File: config.mk
export PLATFORM = sky130hd
export DESIGN_NAME = ex_stage
export DESIGN_NICKNAME = d
export VERILOG_FILES = /design/src/rtl/pipe_pkg.sv /design/src/rtl/alu.sv /design/src/rtl/ex_stage.sv
export SDC_FILE = /design/constraint.sdc
export NUM_CORES = 1
export LEC_CHECK = 0
export CORE_ASPECT_RATIO = 0.6
export CORE_MARGIN = 10
export CORE_UTILIZATION = 50
export CTS_CLUSTER_DIAMETER = 120
export CTS_CLUSTER_SIZE = 24
export DETAILED_ROUTE_END_ITERATION = 8
export PLACE_DENSITY = 0.84
export SKIP_LAST_GASP = 1
export SYNTH_ARGS = -nofsm -noshare
export SYNTH_HDL_FRONTEND = slang
export SYNTH_HIERARCHICAL = 1
export SYNTH_SLANG_ARGS = --single-unit
File: constraint.sdc
create_clock -name cpu_clk -period 5 [get_ports cpu_clk]
set_clock_uncertainty 0.1 [all_clocks]
set_input_delay 0.5 -clock cpu_clk [delete_from_list [all_inputs] [get_ports cpu_clk]]
set_output_delay 0.5 -clock cpu_clk [all_outputs]
set_load 0.05 [all_outputs]
File: src/rtl/pipe_pkg.sv
// Shared encodings for the miniRV pipeline: ALU ops, branch kinds, writeback selects.
package pipe_pkg;

  typedef enum logic [2:0] {
    ALU_ADD = 3'b000,
    ALU_SUB = 3'b001,
    ALU_AND = 3'b010,
    ALU_OR  = 3'b011,
    ALU_XOR = 3'b100,
    ALU_SLL = 3'b101,
    ALU_SRL = 3'b110,
    ALU_SRA = 3'b111
  } alu_op_e;

  typedef enum logic [2:0] {
    BR_BEQ  = 3'b000,
    BR_BNE  = 3'b001,
    BR_BLT  = 3'b010,
    BR_BGE  = 3'b011,
    BR_JAL  = 3'b100,
    BR_JALR = 3'b101,
    BR_RSVD = 3'b110,
    BR_NONE = 3'b111
  } br_op_e;

  localparam logic [1:0] WSEL_ALU = 2'b00;
  localparam logic [1:0] WSEL_RAM = 2'b01;
  localparam logic [1:0] WSEL_PC4 = 2'b10;
  localparam logic [1:0] WSEL_EXT = 2'b11;

  localparam int unsigned SQUASH_DEPTH_DEFAULT = 2;

endpackage

File: src/rtl/alu.sv
// Combinational ALU for the execute stage; shifts use the low log2(XLEN) bits of B.
module alu
  import pipe_pkg::*;
#(
  parameter int unsigned XLEN = 32
) (
  input  logic [XLEN-1:0] A,
  input  logic [XLEN-1:0] B,
  input  logic [2:0]      op,
  output logic [XLEN-1:0] result
);

  localparam int unsigned SHW = $clog2(XLEN);

  logic [SHW-1:0] shamt;
  assign shamt = B[SHW-1:0];

  always_comb begin
    result = '0;
    unique case (alu_op_e'(op))
      ALU_ADD: result = A + B;
      ALU_SUB: result = A - B;
      ALU_AND: result = A & B;
      ALU_OR:  result = A | B;
      ALU_XOR: result = A ^ B;
      ALU_SLL: result = A << shamt;
      ALU_SRL: result = A >> shamt;
      ALU_SRA: result = $unsigned($signed(A) >>> shamt);
      default: result = '0;
    endcase
  end

endmodule

File: src/rtl/ex_stage.sv
// miniRV execute stage: ALU, branch resolution, PC redirect, wrong-path squash
// and the EX/MEM pipeline register.
module ex_stage
  import pipe_pkg::*;
#(
  parameter int unsigned XLEN         = 32,
  parameter int unsigned SQUASH_DEPTH = SQUASH_DEPTH_DEFAULT
) (
  input  logic            cpu_clk,
  input  logic            cpu_rst,
  input  logic [XLEN-1:0] ext_EX_in,
  input  logic [XLEN-1:0] pc4_EX_in,
  input  logic [4:0]      wR_EX_in,
  input  logic            ram_we_EX_in,
  input  logic [2:0]      alu_op_EX_in,
  input  logic [1:0]      rf_wsel_EX_in,
  input  logic            rf_we_EX_in,
  input  logic [2:0]      br_op_EX_in,
  input  logic [XLEN-1:0] rD1_EX_in,
  input  logic [XLEN-1:0] B_EX_in,
  input  logic [XLEN-1:0] rD2_EX_in,
  output logic            redirect_o,
  output logic [XLEN-1:0] br_target_o,
  output logic [XLEN-1:0] alu_MEM_in,
  output logic [XLEN-1:0] rD2_MEM_in,
  output logic [XLEN-1:0] pc4_MEM_in,
  output logic [XLEN-1:0] ext_MEM_in,
  output logic [4:0]      wR_MEM_in,
  output logic [1:0]      rf_wsel_MEM_in,
  output logic            ram_we_MEM_in,
  output logic            rf_we_MEM_in
);

  localparam logic [1:0] SQ_LOAD = 2'(SQUASH_DEPTH);

  logic [XLEN-1:0] alu_res;
  logic            taken;
  logic [XLEN-1:0] target;
  logic [XLEN-1:0] jalr_sum;
  logic            squashing;
  logic [1:0]      sq_cnt_q, sq_cnt_d;

  logic [XLEN-1:0] alu_q, rD2_q, pc4_q, ext_q;
  logic [4:0]      wR_q;
  logic [1:0]      rf_wsel_q;
  logic            ram_we_q, rf_we_q;

  alu #(.XLEN(XLEN)) u_alu (
    .A      (rD1_EX_in),
    .B      (B_EX_in),
    .op     (alu_op_EX_in),
    .result (alu_res)
  );

  assign jalr_sum = rD1_EX_in + ext_EX_in;

  always_comb begin
    taken  = 1'b0;
    target = pc4_EX_in - XLEN'(4) + ext_EX_in;
    unique case (br_op_e'(br_op_EX_in))
      BR_BEQ:  taken = (rD1_EX_in == rD2_EX_in);
      BR_BNE:  taken = (rD1_EX_in != rD2_EX_in);
      BR_BLT:  taken = ($signed(rD1_EX_in) <  $signed(rD2_EX_in));
      BR_BGE:  taken = ($signed(rD1_EX_in) >= $signed(rD2_EX_in));
      BR_JAL:  taken = 1'b1;
      BR_JALR: begin
        taken  = 1'b1;
        target = {jalr_sum[XLEN-1:1], 1'b0};
      end
      default: taken = 1'b0;
    endcase
  end

  // The instruction in EX is on the wrong path while the counter is non-zero.
  assign squashing   = (sq_cnt_q != 2'd0);
  assign redirect_o  = taken & ~squashing;
  assign br_target_o = redirect_o ? target : '0;

  always_comb begin
    sq_cnt_d = sq_cnt_q;
    if (redirect_o)     sq_cnt_d = SQ_LOAD;
    else if (squashing) sq_cnt_d = sq_cnt_q - 2'd1;
  end

  always_ff @(posedge cpu_clk) begin
    if (cpu_rst) begin
      sq_cnt_q  <= '0;
      alu_q     <= '0;
      rD2_q     <= '0;
      pc4_q     <= '0;
      ext_q     <= '0;
      wR_q      <= '0;
      rf_wsel_q <= WSEL_ALU;
      ram_we_q  <= 1'b0;
      rf_we_q   <= 1'b0;
    end else begin
      sq_cnt_q  <= sq_cnt_d;
      alu_q     <= alu_res;
      rD2_q     <= rD2_EX_in;
      pc4_q     <= pc4_EX_in;
      ext_q     <= ext_EX_in;
      wR_q      <= wR_EX_in;
      rf_wsel_q <= rf_wsel_EX_in;
      ram_we_q  <= ram_we_EX_in & ~squashing;
      rf_we_q   <= rf_we_EX_in & ~squashing;
    end
  end

  assign alu_MEM_in     = alu_q;
  assign rD2_MEM_in     = rD2_q;
  assign pc4_MEM_in     = pc4_q;
  assign ext_MEM_in     = ext_q;
  assign wR_MEM_in      = wR_q;
  assign rf_wsel_MEM_in = rf_wsel_q;
  assign ram_we_MEM_in  = ram_we_q;
  assign rf_we_MEM_in   = rf_we_q;

endmodule

==> Word-level counts from Yosys, hierarchy flattened <==
Index checks and enable logic that the tools add are counted.
{ "word_totals": {"reg_bits": 139, "word_cells": 54, "inputBits": 177} }
{ "op_classes": {"n_shift": 3, "n_eq_ne": 14, "n_reduce_logical": 6, "n_mux": 6, "n_addsub": 6, "order_cmp": 2, "bitwise": 7} }
{ "ops": {"columns": ["cell", "n"], "rows": [
  ["$pmux W32 S8", 1],
  ["$add A32 B32 Y32", 3],
  ["$mux W32", 2],
  ["$and A32 B32 Y32", 1],
  ["$eq A32 B32 Y1", 1],
  ["$ge A32 B32 Y1", 1],
  ["$lt A32 B32 Y1", 1],
  ["$ne A32 B32 Y1", 1],
  ["$or A32 B32 Y32", 1],
  ["$shl A32 B5 Y32", 1],
  ["$shr A32 B5 Y32", 1],
  ["$sshr A32 B5 Y32", 1],
  ["$sub A32 B3 Y32 const B", 1],
  ["$sub A32 B32 Y32", 1],
  ["$xor A32 B32 Y32", 1],
  ["$eq A3 B3 Y1 const B", 6],
  ["$eq A3 B2 Y1 const B", 4],
  ["$eq A3 B1 Y1 const B", 2],
  ["$logic_not A3 Y1", 2],
  ["$pmux W1 S5", 1],
  ["$mux W2", 2],
  ["$reduce_bool A2 Y1", 2],
  ["$reduce_or A2 Y1", 2],
  ["$and A1 B1 Y1", 3],
  ["other kinds (2)", 2]
]} }

==> Depth between registers and ports, before layout <==
Gate-level depths: netlist (run 1).
{ "logic_depth": {"word_depth": 5, "ltp_mapped": 22, "mapped_depth_nobuf": 17} }

==> Hierarchy <==
The synthesis (run 1) kept the hierarchy.
{ "by_module_without_submodules": {"columns": ["mod", "area_each_um2", "cells_per_inst", "n_inst"], "rows": [
  ["ex_stage", 8953.6, 1114, 1],
  ["alu", 7903.8, 1112, 1]
]} }

==> Worst setup path after synthesis (run 1) <==
No wires, ideal clock.
{ "synth_timing": {"kind": "input-to-output", "startpoint": "in ext_EX_in[7]", "endpoint": "out br_target_o[18]", "arrival_time_ns": 4.766, "n_path_buf": 0, "required_ns": 4.400, "setup_slack_ns": -0.366, "path_stages": 11, "cell_sequence": "inv_1 ha_1 inv_1 ha_1 a2111oi_0 a211oi_1 a21bo_2 a31oi_1 o211ai_1 a21oi_1 a2111oi_0"} }
{ "synth_between": {"elab_chain_cells": 3} }
{ "synth_lines": {"columns": ["element", "line_no", "rtl"], "rows": [
  ["start, declared", "ex_stage.sv:11", "input logic [XLEN-1:0] ext_EX_in,"],
  ["$add A32 B32 Y32, on equally long branches", "ex_stage.sv:59, ex_stage.sv:55", null],
  ["$mux W32 (*)", "ex_stage.sv:60", "unique case (br_op_e'(br_op_EX_in))"],
  ["$mux W32 (*)", "ex_stage.sv:77", "assign br_target_o = redirect_o ? target : '0;"],
  ["end, declared", "ex_stage.sv:23", "output logic [XLEN-1:0] br_target_o,"]
]} }
Mark *: on every way between the ends. The rest lies on a longest branch, timed or not.

==> Worst setup path after layout (run 1) <==
{ "layout_timing": {"startpoint": "in rD1_EX_in[6]", "endpoint": "out br_target_o[31]"} }
{ "layout_between": {"elab_chain_cells": 4} }
{ "layout_lines": {"columns": ["element", "line_no", "rtl"], "rows": [
  ["start, declared", "ex_stage.sv:19", "input logic [XLEN-1:0] rD1_EX_in,"],
  ["$ge A32 B32 Y1, or another cell as far along", "ex_stage.sv:64", "BR_BGE: taken = ($signed(rD1_EX_in) >= $signed(rD2_EX_in));"],
  ["$pmux W1 S5", "ex_stage.sv:60", null],
  ["$and A1 B1 Y1", "ex_stage.sv:76", "assign redirect_o = taken & ~squashing;"],
  ["$mux W32 (*)", "ex_stage.sv:77", null]
]} }
Marked as above.

==> impl_metrics.yaml, run 1 <==
outcome:
  status: "completed"
timing:
  worst_slew_pin_slew_ns: 1.32
  period_share: 0.996
  finalCriticalPeriod_ns: 4.98
  grt_setup_unrepaired: "true"
  fmax_ghz: 0.201
  hold_viol_final: 0
  slew_headroom: 0.111
  slew_viol_final: 0
  setup_viol: 0
worst_setup_path:
  cp.arrival_ns: 4.38
  path_max_fanout: 6
  r2r-start: "sq_cnt_q[1]"
  r2r_end: "sq_cnt_q[1]"
  end_kind: "output pin"
  critPathLaunchType: "input pin"
  worstPathRequired_ns: 4.40
  crit_type: "input pin to output pin"
  ff2ff_setup_slack_ns: 3.63
  r2r_cells: 5
synthesis:
  postSynthAreaPerCell_um2: 7.57
  synth_cell_type_count: 91
  ys_top_cells_by_count: "294 x nor2_1, 244 x inv_1, 220 x ha_1, 189 x a21oi_1, 146 x nand2_1"
  synthTopCellsByArea: "dfxtp_1 17%, ha_1 16%, mux4_2 7.3%, nor2_1 6.5%, a21oi_1 5.6%"
  ys.flop_type: "dfxtp_1"
  syn_inst: 2226
  synth_edf_count: 0
  synth_top_cell_area_share: 0.165
  syn_nets: 2626
  ys_seq_elements: 139
  synth_warnings: 6
  yosysSeqAreaShare: 0.165
  synthMostInstantiatedCell: "nor2_1"
  synth_top_cell_by_area: "dfxtp_1"
  synth_area_um2: 16900
  async_reset_ff_frac: 0
power:
  power_mw: 5.68
  leakagePower_nw: 10.0
  ir_drop_uv: 262
  powerDensity_nw_per_um2: 254
detailed_routing:
  wl_mm: 85.9
  wl_per_cell_um: 27.5
  drc_errors: 0
  drtIter0Drc: 3541
  vias_per_cell: 6.48
  dr.pass1.iters: 7
  antenna_left: 0
  vias: 20300
floorplanning:
  fp.dieW_um: 257
  core-area_um2: 32900
  io_pins: 347
  fp.dieH_um: 162
  rows: 51
  initial_utilization: 0.513
  die-area_um2: 41700
clocking:
  clkLatencyLatePin_ns: 0.45
  clk_pin_slew_ns: 0.06
  cts_root_buf: "clkbuf_16"
  numCtsBuffers: 17
  clockBufferDepth: 2
  cts_max_level: 4
  cts_tree: "done"
  cts_sinks: 139
layout:
  nNetsFinal: 3064
  drive_gt1_frac: 0.135
  utilization: 0.682
  syn2layout_area_growth_pct: 32.9
worst_hold_path:
  hp-class: "register to register"
  holdPathStages: 2
  min_from: "sq_cnt_q[1]"
  hold_end: "sq_cnt_q[1]"
global_route:
  antenna_found_initial: 2
  grt_pass1_vias: 18700
  grt_util_all_layers: 0.390
  grt_pass1_wl_mm: 123
  grt_overflow_total: 0
  grt_max_degree: 85
job:
  max_cap_violations: 0
placed_design:
  gp_congestion: 1.17
  dp_hpwl_mm: 69.7
  port_buffers: 346
routing by layer:
metal  part of all wire  wire length [µm]  up-vias  global-route usage
met3               0.18             15300      201               0.208
met5            0.00019                16        -                   0
li1                   -                 -     8801                   -
met1               0.41             35000     9653               0.520
met2               0.39             33300     1625               0.536
met4              0.027              2320        2              0.0972
how the worst max path moves through the flow:
stage             startpoint  slack, ns               to  depth (start not counted)
6_report        rD1_EX_in[6]       0.02  br_target_o[31]                         11
5_1_grt         ext_EX_in[5]      -0.05  br_target_o[30]                         15
4_1_cts        ext_EX_in[18]       0.15  br_target_o[31]                         15
3_5_place_dp      B_EX_in[4]      -0.08   alu_MEM_in[29]                         20
3_3_place_gp      B_EX_in[4]      -0.02   alu_MEM_in[29]                         20
2_1_floorplan   ext_EX_in[7]       0.29  br_target_o[18]                         11
power by group:
part	switching (mW)	internal [mW]
clock network	0.598	0.671
registers	0.0286	1.18
logic	1.97	1.23
total	2.60	3.08
critical path, stage by stage:
cell and delay, ns:
clkdlybuf4s50_1 0.78, ha_2 0.61, nand3_2 0.10, nor3b_1 0.44, nor3_2 0.15, nor4_4 0.58, o2111ai_2 0.24, a31oi_2 0.22
xnor2_1 0.12, a211oi_2 0.41, buf_12 0.19
area by class of cell:
cell class	instances	area, µm²
clock inverter	13	108
antenna	2	5.00
fill	2606	10500
timing repair buffer	534	4920
clock buffer	19	453
tap	450	563
inverter	247	927
sequential	139	2780
multi-input combinational	1725	12600
state kept, by name, summed over array words and instances, names as in the netlist:
signal and count:
pc4_MEM_in 32, rf_we_MEM_in 1, rD2_MEM_in 32, alu_MEM_in 32, ram_we_MEM_in 1, ext_MEM_in 32, rf_wsel_MEM_in 2, sq_cnt_q 2
wR_MEM_in 5
placed cells by master, fill, tap and decap left out, drive strengths merged, types with 40 or more instances in the layout:
cell type	instances
dfxtp	139
xnor2	72
nor2b	53
mux4	60
nor3	55
nand2	146
a31oi	40
ha	220
buf	226
o21ai	126
clkdlybuf4s50	308
nor2	295
inv	250
a21oi	190
through the flow:
step / cell area [µm²] / hold slack [ns] / TNS (ns) / setup WS (ns) / cells
floorplan: 16900 / 0.345 / 0 / 0.293 / 2226
global placement: 21800 / 0.357 / -0.0224 / -0.0224 / 3095
detailed placement: 21800 / 0.374 / -0.0763 / -0.0763 / 3095
CTS: 22400 / 0.383 / 0 / 0.149 / 3127
global route: 22400 / 0.415 / -0.113 / -0.0467 / 3127
finish: 22400 / 0.391 / 0 / 0.0193 / 3129
cell families (layout without fill, tap and decap cells):
group           after synthesis  count (layout)  share of synthesized area
mux                         104             104                      0.108
compound gates              604             604                      0.231
other cells                   0               2                          0
fa+ha+maj                   223             223                      0.167
buf+inv                     362             813                     0.0860
xor+xnor                     94              94                     0.0488
simple gates                700             700                      0.194
flops                       139             139                      0.165
timing repair:
action	4_1_cts	5_1_grt
gates resized for setup	0	4
setup buffers	0	0
endpoints found under the setup margin	0	5
hold buffers	0	0
No activity file was read; power rests on OpenSTA's default activity.
==> run 2: changes to the inputs <==
TNS_END_PERCENT = 30   (was unset)
==> run 2 against run 1 <==
  * The flow now finishes with violations (setup timing)
  * Sequential power about the same
  * Critical path depth unchanged
  * Critical endpoint unchanged
  * Maximum frequency decreased by 0.46%
==> impl_metrics.yaml, run 2 (synthesis gave the netlist of run 1 again) <==
outcome:
  status: "finished with violations"
  failed_checks: "setup timing"
clocking:
  clkLatencyLatePin_ns: 0.45
  clk_pin_slew_ns: 0.06
  numCtsBuffers: 17
  cts_root_buf: "clkbuf_16"
  cts_max_level: 4
  postCtsSetupRepairBufs: 0
  cts_sinks: 139
  clockBufferDepth: 2
  cts_tree: "done"
global_route:
  grt_max_degree: 85
  grt_util_all_layers: 0.390
  grt_pass1_vias: 18700
  antenna_found_initial: 2
  grt_overflow_total: 0
  grt_pass1_wl_mm: 123
layout:
  final_cell_mix: "308 x clkdlybuf4s50_1, 294 x nor2_1, 244 x inv_1"
  nNetsFinal: 3064
  stdcell_area_um2: 22400
  layout_commonest_cell: "clkdlybuf4s50_1"
  utilization: 0.681
  syn2layout_area_growth_pct: 32.8
  drive_gt1_frac: 0.134
  fillers: 2606
floorplanning:
  fp.dieW_um: 257
  io_pins: 347
  rows: 51
  core-area_um2: 32900
  fp.dieH_um: 162
  initial_utilization: 0.513
  die-area_um2: 41700
worst_setup_path:
  end_kind: "output pin"
  worstPathRequired_ns: 4.40
  crit_type: "input pin to output pin"
  cp.arrival_ns: 4.40
  path_max_fanout: 6
  critPathLaunchType: "input pin"
timing:
  slew_headroom: 0.142
  finalCriticalPeriod_ns: 5.00
  setup_viol: 1
  finalSetupTns_ns: -0.00363
  period_share: 1.00
  worst_slew_pin_slew_ns: 1.27
  fmax_ghz: 0.200
  setup_slack_ns: -0.00363
  slew_viol_final: 0
  hold_viol_final: 0
  grt_setup_unrepaired: "true"
power:
  clkPwrFrac: 0.223
  powerDensity_nw_per_um2: 254
  power_switching_mw: 2.60
  seq_power_share: 0.213
  leakagePower_nw: 10.0
  power_mw: 5.69
  p_sw_frac: 0.458
  internal-power_mw: 3.08
  ir_drop_uv: 262
  comb_power_share: 0.564
detailed_routing:
  antenna_left: 0
  vias_per_cell: 6.48
  vias: 20300
  wl_mm: 86.0
  drc_errors: 0
  wl_per_cell_um: 27.5
  dr.pass1.iters: 7
  drtIter0Drc: 3488
worst_hold_path:
  hp-class: "register to register"
placed_design:
  dp_hpwl_mm: 69.7
  gp_congestion: 1.17
  port_buffers: 346
  placed_cell_area_um2: 21800
job:
  max_cap_violations: 0
## run 2: worst paths after layout
path / startpoint / endpoint / slack, ns / cells after the start
worst min-delay path: sq_cnt_q[0] / sq_cnt_q[0] / 0.39 / 1
worst max register to register: sq_cnt_q[1] / sq_cnt_q[1] / 3.61 / 5
worst min register to register: sq_cnt_q[0] / sq_cnt_q[0] / 0.39 / 1
worst max-delay path: rD1_EX_in[6] / br_target_o[31] / -0.004 / 11
## run 2: cell type report
cell class                      count  area (µm²)  share of cell area
Sequential cell                   139        2780               0.124
Antenna cell                        1        2.50            0.000112
Clock inverter                     13         108             0.00481
Timing Repair Buffer              534        4920               0.220
Clock buffer                       19         453              0.0202
Multi-Input combinational cell   1725       12600               0.564
Inverter                          247         927              0.0414
Tap cell                          450         563              0.0251
## run 2: metal layers
metal / GRT usage / up-vias / wire [µm]
met5: 0 / - / 16
met4: 0.0972 / 2 / 2500
met3: 0.208 / 225 / 15400
met2: 0.536 / 1681 / 33000
met1: 0.520 / 9565 / 35100
li1: - / 8797 / -
## run 2: stage by stage
stage,cells,setup slack [ns],hold WS (ns)
finish,3128,-0.00363,0.389
global route,3127,-0.0517,0.415
CTS,3127,0.149,0.383
detailed placement,3095,-0.0763,0.374
global placement,3095,-0.0224,0.357
floorplan,2226,0.293,0.345
## run 2: power groups by stage
stage | Sequential, mW | Combinational [mW] | Clock [mW]
after floorplan | 1.49 | 1.58 | 0
after global placement | 1.23 | 3.02 | 0
after detailed placement | 1.24 | 3.06 | 0
after CTS | 1.21 | 3.08 | 1.28
after global routing | 1.22 | 3.34 | 1.31
final | 1.21 | 3.20 | 1.27
## run 2: worst max-delay path, stage by stage
cell and delay [ns]:
clkdlybuf4s50_1 0.78, ha_1 0.62, nand3_2 0.11, nor3b_1 0.44
nor3_2 0.15, nor4_4 0.58, o2111ai_2 0.25, a31oi_2 0.22
xnor2_1 0.12, a211oi_2 0.42, buf_12 0.19
## run 2: what timing repair did
item / in CTS / in global routing
resized for setup: 0 / 2
hold buffers: 0 / 0
endpoints found under the setup margin: 0 / 5
